--- config.mk ---
export PLATFORM = sky130hd
export DESIGN_NAME = layer_feed
export DESIGN_NICKNAME = d
export VERILOG_FILES = /design/src/rtl/layer_pkg.sv /design/src/rtl/layer_feed.sv
export SDC_FILE = /design/constraint.sdc
export NUM_CORES = 2
export LEC_CHECK = 0
export ABC_AREA = 0
export CAP_MARGIN = 20
export CORE_AREA = 4 4 403 405
export DETAILED_ROUTE_END_ITERATION = 10
export DIE_AREA = 0 0 407 409
export SYNTH_ARGS = -nofsm -noshare
export SYNTH_HDL_FRONTEND = slang
export SYNTH_SLANG_ARGS = --single-unit
--- constraint.sdc ---
create_clock -name clk -period 3.7 [get_ports clk]
set_clock_uncertainty 0.2 [all_clocks]
set_input_delay 1.11 -clock clk [delete_from_list [all_inputs] [get_ports clk]]
set_output_delay 1.11 -clock clk [all_outputs]
set_load 0.02 [all_outputs]
--- src/rtl/layer_pkg.sv ---
`default_nettype none
// +----------------------------------------------------------------------------+
// | Module      : layer_pkg                                                    |
// | Description : Shared definitions for the layer front end: default vector   |
// |               length and sample width, layer output count, the signed      |
// |               sample type and the feeder FSM state encoding.               |
// | Revision    : 1.0 - initial release                                        |
// +----------------------------------------------------------------------------+
package layer_pkg;

  localparam int DW    = 16;  // signed sample width
  localparam int N_IN  = 64;  // input vector length of the layer
  localparam int N_OUT = 32;  // output vector length of the layer

  typedef logic signed [DW-1:0] sample_t;

  typedef enum logic [2:0] {
    ST_FILL      = 3'd0,  // collecting samples of a frame
    ST_DROP      = 3'd1,  // discarding the tail of an over-long frame
    ST_ISSUE     = 3'd2,  // full vector held, waiting for the layer to be idle
    ST_WAIT_ACK  = 3'd3,  // start issued, waiting for the layer to go busy
    ST_WAIT_DONE = 3'd4   // layer busy, waiting for it to finish
  } state_t;

endpackage : layer_pkg
`default_nettype wire

--- src/rtl/layer_feed.sv ---
`default_nettype none
// +----------------------------------------------------------------------------+
// | Module      : layer_feed                                                   |
// | Description : Collects a frame of N_IN signed samples from a valid/ready   |
// |               stream into a parallel vector and starts the layer with a    |
// |               one-cycle valid_in pulse once the layer reports idle.        |
// |               Short and long frames are rejected with a frame_err pulse.   |
// | Revision    : 1.0 - initial release                                        |
// +----------------------------------------------------------------------------+
// | Ports                                                                      |
// |   clk        in   rising-edge clock                                        |
// |   reset      in   synchronous active-high reset                            |
// |   s_valid    in   upstream sample valid                                    |
// |   s_data     in   upstream signed sample [DW]                              |
// |   s_last     in   final sample of a frame                                  |
// |   s_ready    out  sample accepted this cycle when s_valid is high          |
// |   input_data out  parallel vector to the layer [N_IN][DW]                  |
// |   valid_in   out  one-cycle start pulse to the layer                       |
// |   ready_out  in   layer idle/ready                                         |
// |   frame_err  out  one-cycle pulse per malformed frame                      |
// +----------------------------------------------------------------------------+
module layer_feed
  import layer_pkg::*;
#(
  parameter int N_IN = layer_pkg::N_IN,
  parameter int DW   = layer_pkg::DW
) (
  input  logic                 clk,
  input  logic                 reset,
  input  logic                 s_valid,
  input  logic signed [DW-1:0] s_data,
  input  logic                 s_last,
  output logic                 s_ready,
  output logic signed [DW-1:0] input_data [N_IN],
  output logic                 valid_in,
  input  logic                 ready_out,
  output logic                 frame_err
);

  localparam int                CNT_W  = (N_IN > 1) ? $clog2(N_IN) : 1;
  localparam logic [CNT_W-1:0] C_LAST = CNT_W'(N_IN - 1);

  state_t                 r_state;
  state_t                 w_state_nxt;
  logic [CNT_W-1:0]       r_cnt;
  logic [CNT_W-1:0]       w_cnt_nxt;
  logic signed [DW-1:0]   r_data [N_IN];
  logic                   r_valid_in;
  logic                   r_frame_err;
  logic                   w_accept;
  logic                   w_wr_en;
  logic                   w_issue;
  logic                   w_frame_err;

  // Ready is decoded from the registered state only, so it never depends
  // combinationally on s_valid or ready_out.
  assign s_ready  = (r_state == ST_FILL) || (r_state == ST_DROP);
  assign w_accept = s_valid && s_ready;

  always_comb begin
    w_state_nxt = r_state;
    w_cnt_nxt   = r_cnt;
    w_wr_en     = 1'b0;
    w_issue     = 1'b0;
    w_frame_err = 1'b0;
    case (r_state)
      ST_FILL: begin
        if (w_accept) begin
          w_wr_en = 1'b1;
          if (r_cnt == C_LAST) begin
            w_cnt_nxt = '0;
            if (s_last) begin
              w_state_nxt = ST_ISSUE;
            end else begin
              // Vector full but frame continues: reject and skip to its end.
              w_frame_err = 1'b1;
              w_state_nxt = ST_DROP;
            end
          end else if (s_last) begin
            // Frame ended early: reject and restart collection in place.
            w_frame_err = 1'b1;
            w_cnt_nxt   = '0;
          end else begin
            w_cnt_nxt = r_cnt + CNT_W'(1);
          end
        end
      end
      ST_DROP: begin
        if (w_accept && s_last) begin
          w_state_nxt = ST_FILL;
        end
      end
      ST_ISSUE: begin
        if (ready_out) begin
          w_issue     = 1'b1;
          w_state_nxt = ST_WAIT_ACK;
        end
      end
      ST_WAIT_ACK: begin
        // The layer drops ready_out once it has taken the start pulse.
        if (!ready_out) begin
          w_state_nxt = ST_WAIT_DONE;
        end
      end
      ST_WAIT_DONE: begin
        // The vector must stay stable until the layer is idle again.
        if (ready_out) begin
          w_state_nxt = ST_FILL;
        end
      end
      default: begin
        w_state_nxt = ST_FILL;
        w_cnt_nxt   = '0;
      end
    endcase
  end

  always_ff @(posedge clk) begin
    if (reset) begin
      r_state     <= ST_FILL;
      r_cnt       <= '0;
      r_valid_in  <= 1'b0;
      r_frame_err <= 1'b0;
      for (int i = 0; i < N_IN; i++) begin
        r_data[i] <= '0;
      end
    end else begin
      r_state     <= w_state_nxt;
      r_cnt       <= w_cnt_nxt;
      r_valid_in  <= w_issue;
      r_frame_err <= w_frame_err;
      if (w_wr_en) begin
        r_data[r_cnt] <= s_data;
      end
    end
  end

  assign input_data = r_data;
  assign valid_in   = r_valid_in;
  assign frame_err  = r_frame_err;

endmodule : layer_feed
`default_nettype wire

==> impl_metrics.tcl <==
set metrics [dict create \
    ys_seq_elements 1035 \
    peakVddDrop_mv 0.429 \
    port_buffers 1047 \
    wl_per_cell_um 23.2 \
    critPathSlowestCell "clkdlybuf4s50_1" \
    cts.sinks 1035 \
    max_freq_mhz 289 \
    gr-usage-all-layers_pct 17.9 \
    slew_violations 0 \
    cpPeakStageDelay_ns 0.75 \
    cp-end-kind "output pin" \
    fin_crit_sh_pct 93.4 \
    n_fill_cell 15855 \
    ys_types 46 \
    place_inst 6533 \
    place_hpwl_um 106000 \
    gp_congestion 0.784 \
    worstPathRequired_ns 2.39 \
    multiInputGateArea_mm2 0.0155 \
    final-hold-violation-count 0 \
    grt_overflow_total 0 \
    synth_ff_type "dfxtp_1" \
    num-nets-final 4598 \
    drt_iter0_markers 1888 \
    drv_cap 0 \
    final_util_pct 34.8 \
    cp-start-kind "flip-flop" \
    min_period_ns 3.45 \
    syn_nets 3616 \
    worstPathCellList "nor2_1, clkdlybuf4s50_1" \
    cts_made_buffers 113 \
    grt_pass1_vias 28692 \
    power.density_cell_area_mw_per_mm2 424 \
    cts_setup_buffers 0 \
    htree_levels 3 \
    hp-class "reg2reg" \
    syn_avg_cell_area_um2 10.5 \
    drive_gt1_share_pct 8.48 \
    path_class "reg2out" \
    route.detailed.drc 0 \
    tightest_slew_ns 0.981 \
    syn-cell-area_mm2 0.0379 \
    cts_tree "done" \
    postRouteAntennaNets 0 \
    synth_edf_count 0 \
    critical_path.max_fanout 14 \
    avgViaCountPerCell 4.37 \
    antenna_found_initial 8 \
    area_growth_pct 45.5 \
    dieArea_mm2 0.166 \
    vias 29468 \
    register_area_mm2 0.0207 \
    io_pins 1048 \
    clock_latency_ns 0.70 \
    relSlewSlack_pct 34.5 \
    wl_um 156000 \
    setup_viol 0 \
    synthArstFlopShare_pct 0 \
    die_x_um 407 \
    status "completed" \
    die_y_um 409 \
    p_leak_nw 21.4 \
    setup_tns_ns 0 \
    clk_pin_slew_ns 0.06 \
    grt_start_max_net_pins 87 \
    num_rows 146 \
    rsz0062_at_grt "no" \
    core_area_mm2 0.158 \
    cp_data_arrival_time_ns 2.14 \
    syn_inst 3594 \
    firstDrtPassIters 5 \
    holdBufCountCts 0 \
    initial_core_util_pct 23.9 \
    cts_buffer_depth 3 \
    cts_resized 0 \
    final_cells 6736 \
    clock-root-buffer "clkbuf_16" \
    grt_pass1_wl_um 217000 \
    yosysSeqAreaShare_pct 54.7 \
    yosys_warnings 0 \
]
[per-stage QoR]
step	setup slack, ns	total power, mW	instance area, um2	hold WS, ns
finish	0.245	23.4	55100	0.259
global route	0.0514	24.2	55100	0.276
CTS	0.103	23.7	55100	0.259
detailed placement	0.104	12.4	51400	0.249
global placement	0.135	12.4	51400	0.241
floorplan	0.492	11.9	37900	0.335
[cells in the final DEF, fill, tap and decap left out, types with 4 or more instances in the layout]
master	n
dfxtp_1	1034
clkdlybuf4s50_1	1030
nor2_1	1002
mux2i_1	992
clkbuf_16	115
buf_4	95
buf_12	74
nand2_1	72
a21oi_1	39
nor4_4	32
clkbuf_8	28
nand4_1	24
clkbuf_1	24
clkinv_2	16
nor3_4	6
diode_2	5
or3_1	4
nor3_1	4
xnor2_1	4
bufinv_16	4
clkinvlp_4	4
[cells in the mapped netlist, types with 2 or more instances]
master       n  share of area (%)
dfxtp_1   1035                 55
nor2_1    1002                9.9
mux2i_1    992                 26
clkbuf_1   192                1.9
buf_2       74               0.98
nand2_1     72               0.71
a21oi_1     39               0.52
nor4_4      32                1.8
buf_6       27               0.80
buf_1       24               0.24
nand4_1     24               0.40
buf_4       13               0.26
nor3_4       6               0.26
nor3_1       5              0.066
or3_1        4              0.066
xnor2_1      4              0.092
and3b_1      3              0.069
buf_12       3               0.16
nand2b_1     3              0.050
nand3_1      3              0.040
nand3b_1     3              0.059
nor3b_1      3              0.059
or3b_2       3              0.069
and2_1       2              0.033
nor2b_1      2              0.033
o21ai_0      2              0.026
or2_2        2              0.033
or4_1        2              0.040
[registers in the layout, summed over array words and instances (netlist names)]
signal	flops
r_state	3
frame_err	1
r_cnt	6
valid_in	1
input_data	1024
[final cells by class]
class / count / share of cell area [%]
flip-flops and latches: 1035 / 37.6
clock inverters: 31 / 0.656
clock buffers: 167 / 6.08
diodes: 5 / 0.0227
well taps: 2072 / 4.70
multi-input cells: 2225 / 28.2
repair buffers: 1200 / 22.7
inverters: 1 / 0.00681
[cells by family (layout without fill, tap and decap cells)]
logic type,count (synthesis),count (layout),share of synthesized area (%)
AO/OA/AOI/OAI,50,50,0.743
XOR/XNOR,5,5,0.116
adder cells (fa/ha/maj),2,2,0.0594
buffers and inverters,334,1399,4.35
flip-flops,1035,1035,54.7
multiplexers,992,992,26.2
other,0,5,0
AND/OR/NAND/NOR,1176,1176,13.8
[routing by layer]
layer	track usage (%)	wire [um]	vias up
li1	-	-	13868
met1	21.0	62400	14249
met2	29.8	74200	1021
met3	5.48	12000	322
met4	8.43	7750	8
met5	0	58	-
[path summary, 6_finish.rpt]
path                          to  slack [ns]           start  depth (start not counted)
setup / recovery         s_ready        0.25      r_state[1]                          2
hold / removal    input_data[15]        0.26  input_data[15]                          2
setup reg to reg      r_state[1]        0.91        r_cnt[0]                          6
hold reg to reg   input_data[15]        0.26  input_data[15]                          2
[worst max-delay path: cells and delay by family, from the launching register on]
family | cells | cell delay, ns
buffers and inverters | 1 | 0.75
DFF | 1 | 0.45
and+or+nand+nor | 1 | 0.25
[power breakdown]
group	total, mW	switching, mW	internal [mW]
Combinational	0.930	0.701	0.229
Clock	11.2	4.71	6.53
Sequential	11.2	0.0254	11.2
Power figures use the tool's default switching activity.
